$ cat config.mk
export PLATFORM = sky130hd
export DESIGN_NAME = pocq_sched
export DESIGN_NICKNAME = d
export VERILOG_FILES = /design/src/rtl/pocq_sched_pkg.sv /design/src/rtl/pocq_sched_rr_arbiter.sv /design/src/rtl/pocq_sched.sv
export SDC_FILE = /design/constraint.sdc
export NUM_CORES = 1
export LEC_CHECK = 0
export BUFFER_PORTS_ARGS = -buffer_cell sky130_fd_sc_hd__buf_4
export CAP_MARGIN = 5
export CORE_ASPECT_RATIO = 1.5
export CORE_MARGIN = 4
export CORE_UTILIZATION = 43
export CTS_CLUSTER_DIAMETER = 60
export DETAILED_ROUTE_END_ITERATION = 10
export GPL_TIMING_DRIVEN = 0
export PLACE_DENSITY_LB_ADDON = 0.15
export REMOVE_ABC_BUFFERS = 1
export SYNTH_ARGS = -nofsm -noshare
export SYNTH_HDL_FRONTEND = slang
export SYNTH_SLANG_ARGS = --single-unit
$ cat constraint.sdc
create_clock -name clk -period 7.2 [get_ports clk]
set_clock_uncertainty 0.1 [all_clocks]
set_input_delay 1.44 -clock clk [delete_from_list [all_inputs] [get_ports clk]]
set_output_delay 1.44 -clock clk [all_outputs]
set_load 0.02 [all_outputs]
$ cat src/rtl/pocq_sched_pkg.sv
// ============================================================================
// Module      : pocq_pkg
// Description : Shared types, default sizes and TxnID-to-index mapping for the POCQ scheduler.
// Revision    : 1.0
// ============================================================================
`default_nettype none

package pocq_pkg;

   typedef enum logic [1:0] {
      ST_FREE   = 2'd0,
      ST_WAIT   = 2'd1,
      ST_ISSUED = 2'd2,
      ST_SLEEP  = 2'd3
   } entry_state_e;

   localparam int C_DEPTH = 16;
   localparam int C_WIDTH = 8;

   // DEPTH is a power of two, so the modulo reduces to a mask.
   function automatic logic [7:0] txnid_to_idx(input logic [7:0] txnid, input int depth);
      return txnid & 8'(depth - 1);
   endfunction

endpackage

`default_nettype wire

$ cat src/rtl/pocq_sched_rr_arbiter.sv
// ============================================================================
// Module      : rr_arbiter
// Description : Combinational round-robin pick of the first request at or after ptr_i.
// Revision    : 1.0
// ============================================================================
`default_nettype none

module rr_arbiter #(
   parameter int DEPTH = 16,
   parameter int IDXW  = $clog2(DEPTH)
) (
   input  logic [DEPTH-1:0] req_i,
   input  logic [IDXW-1:0]  ptr_i,
   output logic [IDXW-1:0]  gnt_idx_o,
   output logic             gnt_valid_o
);

   logic [IDXW-1:0] w_idx;

   // Scan from the farthest offset back to ptr_i so the closest hit is written last.
   always_comb begin
      gnt_idx_o   = '0;
      gnt_valid_o = 1'b0;
      w_idx       = '0;
      for (int i = DEPTH - 1; i >= 0; i--) begin
         w_idx = ptr_i + IDXW'(i);
         if (req_i[w_idx]) begin
            gnt_idx_o   = w_idx;
            gnt_valid_o = 1'b1;
         end
      end
   end

endmodule

`default_nettype wire

$ cat src/rtl/pocq_sched.sv
// ============================================================================
// Module      : pocq_sched
// Description : HN-F POCQ entry scheduler: per-TxnID lifecycle, payload store, round-robin issue.
// Revision    : 1.0
// ============================================================================
`default_nettype none

module pocq_sched
   import pocq_pkg::*;
#(
   parameter int WIDTH = C_WIDTH,
   parameter int DEPTH = C_DEPTH
) (
   input  logic                       clk,
   input  logic                       rst,
   input  logic                       alloc_valid_i,
   input  logic [7:0]                 alloc_txnid_i,
   input  logic [WIDTH-1:0]           alloc_data_i,
   output logic                       alloc_ready_o,
   output logic                       iss_valid_o,
   input  logic                       iss_ready_i,
   output logic [$clog2(DEPTH)-1:0]   iss_txnid_o,
   output logic [WIDTH-1:0]           iss_data_o,
   input  logic                       retry_en_i,
   input  logic [7:0]                 retry_txnid_i,
   input  logic                       wake_en_i,
   input  logic [7:0]                 wake_txnid_i,
   input  logic                       done_en_i,
   input  logic [7:0]                 done_txnid_i,
   output logic [$clog2(DEPTH):0]     count_o,
   output logic                       full_o,
   output logic                       empty_o,
   output logic                       err_o
);

   localparam int IDXW = $clog2(DEPTH);
   localparam int CNTW = IDXW + 1;

   entry_state_e     state_q [DEPTH];
   logic [WIDTH-1:0] data_q  [DEPTH];
   logic [IDXW-1:0]  rr_q;
   logic [CNTW-1:0]  count_q, count_d;
   logic             err_q, err_d;

   logic [IDXW-1:0]  w_alloc_idx, w_retry_idx, w_wake_idx, w_done_idx, w_gnt_idx;
   logic [DEPTH-1:0] w_wait;
   logic             w_gnt_valid, w_alloc_fire, w_iss_fire, w_done_legal;

   assign w_alloc_idx = IDXW'(txnid_to_idx(alloc_txnid_i, DEPTH));
   assign w_retry_idx = IDXW'(txnid_to_idx(retry_txnid_i, DEPTH));
   assign w_wake_idx  = IDXW'(txnid_to_idx(wake_txnid_i, DEPTH));
   assign w_done_idx  = IDXW'(txnid_to_idx(done_txnid_i, DEPTH));

   generate
      for (genvar g = 0; g < DEPTH; g++) begin : g_req
         assign w_wait[g] = (state_q[g] == ST_WAIT);
      end
   endgenerate

   rr_arbiter #(.DEPTH(DEPTH), .IDXW(IDXW)) u_arb (
      .req_i       (w_wait),
      .ptr_i       (rr_q),
      .gnt_idx_o   (w_gnt_idx),
      .gnt_valid_o (w_gnt_valid)
   );

   assign alloc_ready_o = (state_q[w_alloc_idx] == ST_FREE);
   assign iss_valid_o   = w_gnt_valid;
   assign iss_txnid_o   = w_gnt_idx;
   assign iss_data_o    = data_q[w_gnt_idx];
   assign w_alloc_fire  = alloc_valid_i && alloc_ready_o;
   assign w_iss_fire    = w_gnt_valid && iss_ready_i;

   assign count_o = count_q;
   assign full_o  = (count_q == CNTW'(DEPTH));
   assign empty_o = (count_q == '0);
   assign err_o   = err_q;

   // A retry that coincides with a legal done on the same entry is absorbed by the done.
   always_comb begin
      w_done_legal = done_en_i && ((state_q[w_done_idx] == ST_ISSUED) ||
                                   (state_q[w_done_idx] == ST_SLEEP));
      err_d = err_q
            | (retry_en_i && (state_q[w_retry_idx] != ST_ISSUED) &&
               !(w_done_legal && (w_done_idx == w_retry_idx)))
            | (wake_en_i && (state_q[w_wake_idx] != ST_SLEEP))
            | (done_en_i && !w_done_legal);
      count_d = count_q + CNTW'(w_alloc_fire) - CNTW'(w_done_legal);
   end

   always_ff @(posedge clk) begin
      if (rst) begin
         for (int i = 0; i < DEPTH; i++) state_q[i] <= ST_FREE;
         rr_q    <= '0;
         count_q <= '0;
         err_q   <= 1'b0;
      end else begin
         for (int i = 0; i < DEPTH; i++) begin
            case (state_q[i])
               ST_FREE:
                  if (w_alloc_fire && (w_alloc_idx == IDXW'(i))) state_q[i] <= ST_WAIT;
               ST_WAIT:
                  if (w_iss_fire && (w_gnt_idx == IDXW'(i))) state_q[i] <= ST_ISSUED;
               ST_ISSUED:
                  if (done_en_i && (w_done_idx == IDXW'(i)))        state_q[i] <= ST_FREE;
                  else if (retry_en_i && (w_retry_idx == IDXW'(i))) state_q[i] <= ST_SLEEP;
               ST_SLEEP:
                  if (done_en_i && (w_done_idx == IDXW'(i)))      state_q[i] <= ST_FREE;
                  else if (wake_en_i && (w_wake_idx == IDXW'(i))) state_q[i] <= ST_WAIT;
               default: state_q[i] <= ST_FREE;
            endcase
         end
         if (w_iss_fire) rr_q <= w_gnt_idx + IDXW'(1);
         count_q <= count_d;
         err_q   <= err_d;
      end
   end

   always_ff @(posedge clk) begin
      if (!rst && w_alloc_fire) data_q[w_alloc_idx] <= alloc_data_i;
   end

endmodule

`default_nettype wire

Word-level counts from Yosys, hierarchy flattened --
Memory sizes are Yosys's and may differ from the RTL's. Cells that the tools add are included.
Storage, ports and cells: output and inout bits 22, memory bits (writable) 160, bits in registers 10, memories kept 2
Operators by class: bitwise operators 99, equality and inequality tests 129, reduce and logical (&&, ||, !) cells 116, add/sub/neg operators 18, $lt $le $gt $ge 16, mux-type cells 564
Memory list:
- data_q | words 16, bits a word 8, rd ports 1, clocked after memory_dff 0, write ports 1, RTL line pocq_sched.sv:40 | logic [WIDTH-1:0] data_q [DEPTH];
- state_q | words 16, bits a word 2, rd ports 20, clocked after memory_dff 0, write ports 16, RTL line pocq_sched.sv:39 | entry_state_e state_q [DEPTH];
Operators with widths (number):
- two-way mux 1 bit | 436
- two-way mux 2 bit | 96
- == test 4 bit, second input constant | 40
- OR 1 bit | 99
- logical AND 1 bit | 89
- == test 4 x 3 -> 1 bit, second input constant | 20
- less-than comparator 4 x 5 -> 1 bit, second input constant | 16
- == test 2 bit, second input constant | 34
- binary-select mux 1 bit (select 4 bit) | 16
- two-way mux 4 bit | 16
- == test 4 x 2 -> 1 bit, second input constant | 10
- zero test 2 bit | 17
- adder 4 bit, second input constant | 8
- == test 2 x 1 -> 1 bit, second input constant | 16
- == test 4 x 1 -> 1 bit, second input constant | 5
- zero test 4 bit | 5
- adder 4 x 3 -> 4 bit, second input constant | 4
- adder 4 x 1 -> 4 bit, second input constant | 2
- adder 4 x 2 -> 4 bit, second input constant | 2
- adder 5 x 1 -> 5 bit | 1
- == test 5 bit, second input constant | 1
- zero test 5 bit | 1
- subtractor 5 x 1 -> 5 bit | 1
- == test 4 bit | 1
- other kinds (3) | 6

Logic depth before layout (Yosys ltp) --
Gate-level depths: netlist of the first run.
depth in word-level cells 30, gate-level depth with buffers 20, mapped depth without buffers 15

Modules after synthesis --
A second synthesis of the first run with hierarchy kept.
Unflattened totals: cell total of the unflattened synthesis 893, area, all modules 11024.3 µm²
By module, submodules not included:
- pocq_sched | area an instance 8723.4 µm², seq. area each 5004.8 µm², cells an instance 642, instances 1
- rr_arbiter | area an instance 2301.0 µm², seq. area each 0.0 µm², cells an instance 251, instances 1

Least setup slack after synthesis of the first run --
OpenSTA, ideal clock, no wires.
path kind register to output, start point register rr_q[1], end point output iss_data_o[5], data required time 5.660 ns, setup slack 1.179 ns, cell stages (with the launch flop) 19, arrival 4.481 ns, path through dfxtp_1 > clkbuf_1 > clkinv_1 > clkbuf_1 > ha_1 > xnor2_2 > mux4_2 > mux2_4 > or4b_1 > o221ai_1 > o21ai_1 > o211ai_2 > a21oi_4 > inv_4 > buf_12 > buf_6 > mux4_2 > a22oi_1 > nand2_1
On the way: word-level cells in the longest chain between the ends 20, elaborated cells between the ends (all ways) 64, those cells by class 15 x add/sub; 48 x mux; 1 x memory
Ends and longest elaborated chain:
- start: declaration | RTL line pocq_sched.sv:41 | logic [IDXW-1:0] rr_q;
- start signal: assignment | RTL line pocq_sched.sv:113 | if (w_iss_fire) rr_q <= w_gnt_idx + IDXW'(1);
- adder 4 bit | RTL line pocq_sched_rr_arbiter.sv:26 | w_idx = ptr_i + IDXW'(i);
- binary-select mux 1 bit (select 4 bit) | RTL line pocq_sched_rr_arbiter.sv:27 | if (req_i[w_idx]) begin
- two-way mux 1 bit (not written as such) | RTL line pocq_sched_rr_arbiter.sv:27
- two-way mux 4 bit (15 in a row) | RTL line pocq_sched_rr_arbiter.sv:27
- two-way mux 4 bit * | RTL line pocq_sched_rr_arbiter.sv:27
- memory (16 x 8 bit) *
- end: declaration | RTL line pocq_sched.sv:23 | output logic [WIDTH-1:0] iss_data_o,
Mark *: on every way between the ends. The rest lies on a longest branch, timed or not. The select of a mux whose other input is x is not followed.

Worst setup path in the final report of the first run --
start point register rr_q[0], end point output iss_data_o[3]
Same word-level chain as after synthesis.

==> results of run 1 <==
-- how the worst min path moves through the flow --
stage                     startpoint          endpoint  slack, ns  depth (start not counted)
global placement    err_o$_SDFF_PP0_  err_o$_SDFF_PP0_       0.45                          2
detailed placement  err_o$_SDFF_PP0_  err_o$_SDFF_PP0_       0.44                          2
CTS                 err_o$_SDFF_PP0_  err_o$_SDFF_PP0_       0.47                          2
floorplan           err_o$_SDFF_PP0_  err_o$_SDFF_PP0_       0.55                          2
global route        err_o$_SDFF_PP0_  err_o$_SDFF_PP0_       0.51                          2
finish              err_o$_SDFF_PP0_  err_o$_SDFF_PP0_       0.46                          2
-- critical path, cell delays in order, from the launching register on --
cell	delay (ns)
dfxtp_4	0.61
inv_6	0.20
ha_2	0.28
xnor2_2	0.42
mux4_2	0.65
mux2_4	0.30
or4b_1	0.47
o221ai_1	0.18
o21ai_1	0.14
o211ai_2	0.13
a21oi_4	0.12
inv_4	0.43
mux4_2	0.39
a22oi_1	0.26
nand2_1	0.10
buf_4	0.16
-- power by group --
| part | total (mW) | switching, mW | leakage, nW | internal, mW |
|---|---|---|---|---|
| combinational | 4.46 | 2.50 | 2.32 | 1.96 |
| clock | 0.923 | 0.427 | 0.292 | 0.496 |
| sequential | 1.26 | 0.127 | 1.56 | 1.13 |
-- metrics by stage --
stage,util [%],std cells,worst slack [ns],TNS (ns),total power [mW]
after floorplan,-,911,-0.381,-3.01,4.32
after global routing,48.4,1335,0.0608,0,7.05
after global placement,45.4,1296,-2.79,-106.96,5.58
after CTS,48.4,1335,0.0264,0,6.67
final,48.4,1335,0.352,0,6.64
after detailed placement,45.9,1302,-1.39,-13.22,5.72
-- layer usage --
layer  vias to the layer above  wire (um)  track usage [%]
li1                       3838          -                -
met1                      4205      12600             27.1
met2                       319      17200             40.6
met3                        83       1610             2.92
met4                         0       1420             9.97
met5                         -          0                0
-- flip-flops by register name, indices dropped and copies added, names as in the netlist --
register and flops:
count_o 5, err_o 1, state_q 32, data_q 128, rr_q 4
-- cells by family after synthesis --
logic type	count (synthesis)	share of synthesized area (%)
AND/OR/NAND/NOR	351	16.1
AO/OA/AOI/OAI	206	12.9
flip-flops	170	44.5
multiplexers	118	18.6
buffers and inverters	87	4.24
XOR/XNOR	23	1.99
adder cells (fa/ha/maj)	14	1.62
-- cell type report --
class | count | area (sq um) | share of cell area (%)
Multi-Input combinational cell | 712 | 5820 | 46.7
Sequential cell | 170 | 5020 | 40.2
Timing Repair Buffer | 59 | 494 | 3.96
Clock buffer | 17 | 425 | 3.41
Tap cell | 333 | 417 | 3.34
Clock inverter | 15 | 175 | 1.40
Inverter | 29 | 126 | 1.01
-- cell usage after synthesis (8+ instances only) --
| library cell | n | area share, % |
|---|---|---|
| inv_1 | 20 | 0.67 |
| ha_1 | 13 | 1.4 |
| nand2b_1 | 27 | 1.5 |
| xor2_1 | 8 | 0.62 |
| nand3_1 | 34 | 1.5 |
| a311oi_1 | 11 | 0.86 |
| nor2b_1 | 23 | 1.3 |
| dfxtp_1 | 10 | 1.8 |
| a21oi_1 | 35 | 1.6 |
| nor2_1 | 83 | 2.8 |
| a31oi_1 | 17 | 0.95 |
| o22ai_1 | 14 | 0.78 |
| mux2_2 | 8 | 0.80 |
| buf_2 | 11 | 0.49 |
| nor3_1 | 23 | 1.0 |
| xnor2_1 | 12 | 0.93 |
| o211ai_1 | 9 | 0.60 |
| and2_1 | 11 | 0.61 |
| clkbuf_1 | 28 | 0.93 |
| o31ai_1 | 12 | 0.80 |
| o21ai_0 | 26 | 1.2 |
| mux4_2 | 63 | 13 |
| nand2_1 | 80 | 2.7 |
| nand3b_1 | 13 | 0.87 |
| a22oi_1 | 18 | 1.2 |
| edfxtp_1 | 160 | 43 |
| or3_1 | 12 | 0.67 |
| mux2i_1 | 34 | 3.0 |
| nor3b_1 | 9 | 0.60 |
| a211oi_1 | 8 | 0.53 |
-- what timing repair did --
action	4_1_cts	5_1_grt
cloned	0	0
hold endpoints to repair	0	0
setup endpoints to repair	23	8
buffers inserted	1	0
pin swaps	1	0
resized for setup	11	4
==> summary.md, run 1 <==
| Metric | Value |
|---|---|
| CTS H-tree depth | 4 |
| Fmax | 146 MHz |
| Max Cap Viol | 0 |
| Vias/cell | 6.33 |
| P_leak | 4.18 nW |
| Seq/Total Area, Yosys | 44.5% |
| WL final | 32.8 mm |
| Synth Register Bits | 170 |
| RSZ-0062 raised after global routing | no |
| First-pass GRT wire length | 49.5 mm |
| Row count | 72 |
| Die Height | 206 um |
| Share of layout cells above drive strength 1 | 20.7% |
| Worst Reg2Reg Path Length in Cells | 14 |
| Core area | 25800 sq um |
| Full die area | 28900 sq um |
| TritonRoute pass-1 iters | 6 |
| # hold bufs at CTS | 0 |
| Initial antenna violation count | 0 |
| Netlist cell types | 90 |
| Nature of the critical path endpoint | primary output |
| Reg-to-reg endpoint | state_q[6][0]$_SDFFCE_PN0P_ |
| Commonest non-fill, non-tap cells in the layout | 160 x edfxtp_1, 83 x nor2_1, 80 x nand2_1 |
| WP data required | 5.66 ns |
| DR iter-0 viols | 763 |
| Crit-path max FO | 38 |
| Kind of critical path | reg2out |
| Worst path arrival time | 5.31 ns |
| Leading cell type in the layout, fill and taps excluded | edfxtp_1 |
| Initial Util | 43.6% |
| Final hold vios | 0 |
| Final #Nets | 1050 |
| Gr ovfl total | 0 |
| Instance area at placement | 11800 sq um |
| Clock Pin Slew Worst Setup and Hold Paths | 0.07 ns |
| Crit path launch | rr_q[0]$_SDFFE_PP0N_ |
| Detailed-route via count | 8445 |
| Final ANT Viol Nets | 0 |
| Final worst-path cycle share | 95.1% |
| Drt wl/cell | 24.6 um |
| DP Wirelength | 24.2 mm |
| Post-synth EDFFs | 160 |
| Slew HR | 7.55% |
| Top Ports | 69 |
| Slew of the pin with the lowest slew margin | 1.38 ns |
| Setup violations, final | 0 |
| PD cells | 533 nW/um^2 |
| Area grow syn2layout | 10.9% |
| Clk sinks | 170 |
| Largest net degree at the start of global routing | 39 |
| Predominant post-synthesis flop cell | edfxtp_1 |
| Max rail drop VDD | 639 uV |
| Setup slack, reg-to-reg | 2.01 ns |
| CTS tree | done |
| Minimum clock period | 6.85 ns |
| GPL Wtd Cong | 0.947 |
| Design area | 12500 sq um |
| Synth Instances | 969 |
| Die Wd | 140 um |
| Fill cell count | 2433 |
| Mean Syn Cell Area | 11.6 sq um |
| Hold Crit Class | reg2reg |
| Worst-Skew Late Latency | 0.43 ns |
| Antenna cell count | 0 |
| CTS Buf Count | 17 |
| DR DRC count | 0 |
| CTS root buf | clkbuf_16 |
| Pins over their slew limit | 0 |
| Port Buffers | 52 |
| Ys async rst share | 0% |
| Hold WS | 0.461 ns |
| Startpoint class of the critical path | flip-flop |
| Yosys warning count | 0 |
| RR Startpoint | rr_q[0]$_SDFFE_PP0N_ |
| CP Capture Point | iss_data_o[3] |
| Status | completed |
| CTS max path bufs | 2 |
| Vias in the first global route | 8446 |
| Total Routing Usage GR | 22.6% |
| Mapped Area | 11200 sq um |
Power figures use the tool's default switching activity.
==> run 2, diff against run 1 <==
- GPL_TIMING_DRIVEN: 0 -> unset
==> summary.md, run 2 (synthesis gave the netlist of run 1 again) <==
| Metric | Value |
|---|---|
| Die Height | 206 um (unchanged) |
| DR iter-0 viols | 658 (was 763) |
| First-pass GRT wire length | 49.9 mm (was 49.5 mm) |
| DP Wirelength | 24.4 mm (was 24.2 mm) |
| Initial antenna violation count | 0 (unchanged) |
| Share of layout cells above drive strength 1 | 20.6% (was 20.7%) |
| PD cells | 525 nW/um^2 (was 533 nW/um^2) |
| Final ANT Viol Nets | 0 (unchanged) |
| Leading cell type in the layout, fill and taps excluded | edfxtp_1 (unchanged) |
| Slew of the pin with the lowest slew margin | 1.12 ns (was 1.38 ns) |
| Final hold vios | 0 (unchanged) |
| CTS max path bufs | 2 (unchanged) |
| Area grow syn2layout | 11.0% (was 10.9%) |
| Crit-path max FO | 38 (unchanged) |
| Hold Crit Class | reg2reg (unchanged) |
| TritonRoute pass-1 iters | 5 (was 6) |
| CTS tree | done (unchanged) |
| Gr ovfl total | 0 (unchanged) |
| Port Buffers | 52 (unchanged) |
| Row count | 72 (unchanged) |
| Worst-Skew Late Latency | 0.43 ns (about the same) |
| Vias/cell | 6.30 (was 6.33) |
| Nature of the critical path endpoint | primary output (unchanged) |
| Clock Pin Slew Worst Setup and Hold Paths | 0.07 ns (about the same) |
| CTS Buf Count | 17 (unchanged) |
| Minimum clock period | 6.91 ns (was 6.85 ns) |
| Slew HR | 24.8% (was 7.55%) |
| Setup violations, final | 0 (unchanged) |
| Fmax | 145 MHz (was 146 MHz) |
| Detailed-route via count | 8499 (was 8445) |
| DR DRC count | 0 (unchanged) |
| Final worst-path cycle share | 96.0% (was 95.1%) |
| Drt wl/cell | 24.4 um (was 24.6 um) |
| WP data required | 5.66 ns (about the same) |
| Vias in the first global route | 8296 (was 8446) |
| # hold bufs at CTS | 0 (unchanged) |
| Full die area | 28900 sq um (unchanged) |
| Antenna cell count | 0 (unchanged) |
| Initial Util | 43.6% (unchanged) |
| Largest net degree at the start of global routing | 40 (was 39) |
| Startpoint class of the critical path | flip-flop (unchanged) |
| Top Ports | 69 (unchanged) |
| Total Routing Usage GR | 22.7% (was 22.6%) |
| Max FFs per register | 128 (unchanged) |
| Hold WS | 0.484 ns (was 0.461 ns) |
| WL final | 32.9 mm (was 32.8 mm) |
| Commonest non-fill, non-tap cells in the layout | 160 x edfxtp_1, 83 x nor2_1, 80 x nand2_1 (unchanged) |
| GPL Wtd Cong | 0.927 (was 0.947) |
| Setup_tns | 0 ns (unchanged) |
| CTS root buf | clkbuf_16 (unchanged) |
| Max Cap Viol | 0 (unchanged) |
| Reg with most FFs | data_q (unchanged) |
| RSZ-0062 raised after global routing | no (unchanged) |
| Status | completed (unchanged) |
| Clk sinks | 170 (unchanged) |
| Final #Nets | 1065 (was 1050) |
| Die Wd | 140 um (unchanged) |
| Postcts setup bufs | 0 (was 1) |
| P_leak | 4.23 nW (was 4.18 nW) |
| CTS H-tree depth | 4 (unchanged) |
| Worst path arrival time | 5.37 ns (was 5.31 ns) |
| Post-CTS Resized | 0 (was 11) |
| Pins over their slew limit | 0 (unchanged) |
| Max rail drop VDD | 488 uV (was 639 uV) |
| Core area | 25800 sq um (unchanged) |
| Kind of critical path | reg2out (unchanged) |
## run 2: cell types whose count changed in the layout (fill, tap and decap cells not counted), sizes merged
cell,delta
buf,+15
clkinv,+2
bufinv,-1
clkinvlp,-1
## run 2: final timing paths
kind	start	endpoint	slack (ns)	depth (start not counted)
max	rr_q[2]$_SDFFE_PP0N_	iss_data_o[5]	0.29	16
min	err_o$_SDFF_PP0_	err_o$_SDFF_PP0_	0.48	2
max reg2reg	rr_q[2]$_SDFFE_PP0N_	state_q[5][0]$_SDFFCE_PN0P_	1.91	15
min reg2reg	err_o$_SDFF_PP0_	err_o$_SDFF_PP0_	0.48	2
## run 2: metrics by stage
| stage | cells | total power, mW | cell area [sq um] | utilization (%) | setup slack [ns] |
|---|---|---|---|---|---|
| 2_1_floorplan | 911 | 4.32 | 10900 | - | -0.381 |
| 3_3_place_gp | 1318 | 5.67 | 11900 | 46.1 | 0.713 |
| 3_5_place_dp | 1318 | 5.69 | 11900 | 46.1 | 0.702 |
| 4_1_cts | 1350 | 6.61 | 12500 | 48.4 | 0.214 |
| 5_1_grt | 1350 | 6.97 | 12500 | 48.4 | 0.00892 |
| 6_report | 1350 | 6.56 | 12500 | 48.4 | 0.290 |
## run 2: layer usage
layer / GRT usage [%] / vias to the layer above / part of all wire (%)
met5: 0 / - / 0
met4: 7.72 / 0 / 3.4
met3: 2.85 / 75 / 4.7
met2: 41.9 / 352 / 53
met1: 27.5 / 4195 / 38
li1: - / 3877 / -
## run 2: final cells by class
| type | instances | area (sq um) |
|---|---|---|
| fill | 2418 | 13300 |
| multi-input combinational | 712 | 5770 |
| sequential | 170 | 5000 |
| timing repair buffer | 74 | 568 |
| clock buffer | 17 | 425 |
| tap | 333 | 417 |
| clock inverter | 15 | 175 |
| inverter | 29 | 119 |
## run 2: power by group
part / total (mW) / internal, mW / switching (mW)
logic: 4.44 / 1.89 / 2.55
registers: 1.20 / 1.13 / 0.0757
clock network: 0.909 / 0.471 / 0.438
## run 2: worst max-delay path: stages (launching register included)
cell	delay [ns]
dfxtp_1	0.34
buf_4	0.22
clkinv_1	0.35
ha_1	0.38
xnor2_1	0.48
mux2_1	0.40
a311oi_2	0.50
or4b_1	0.48
o221ai_1	0.19
o21ai_1	0.11
o211ai_2	0.12
a21oi_4	0.13
inv_6	0.32
mux4_2	0.37
a22oi_1	0.28
nand2_1	0.08
buf_4	0.16
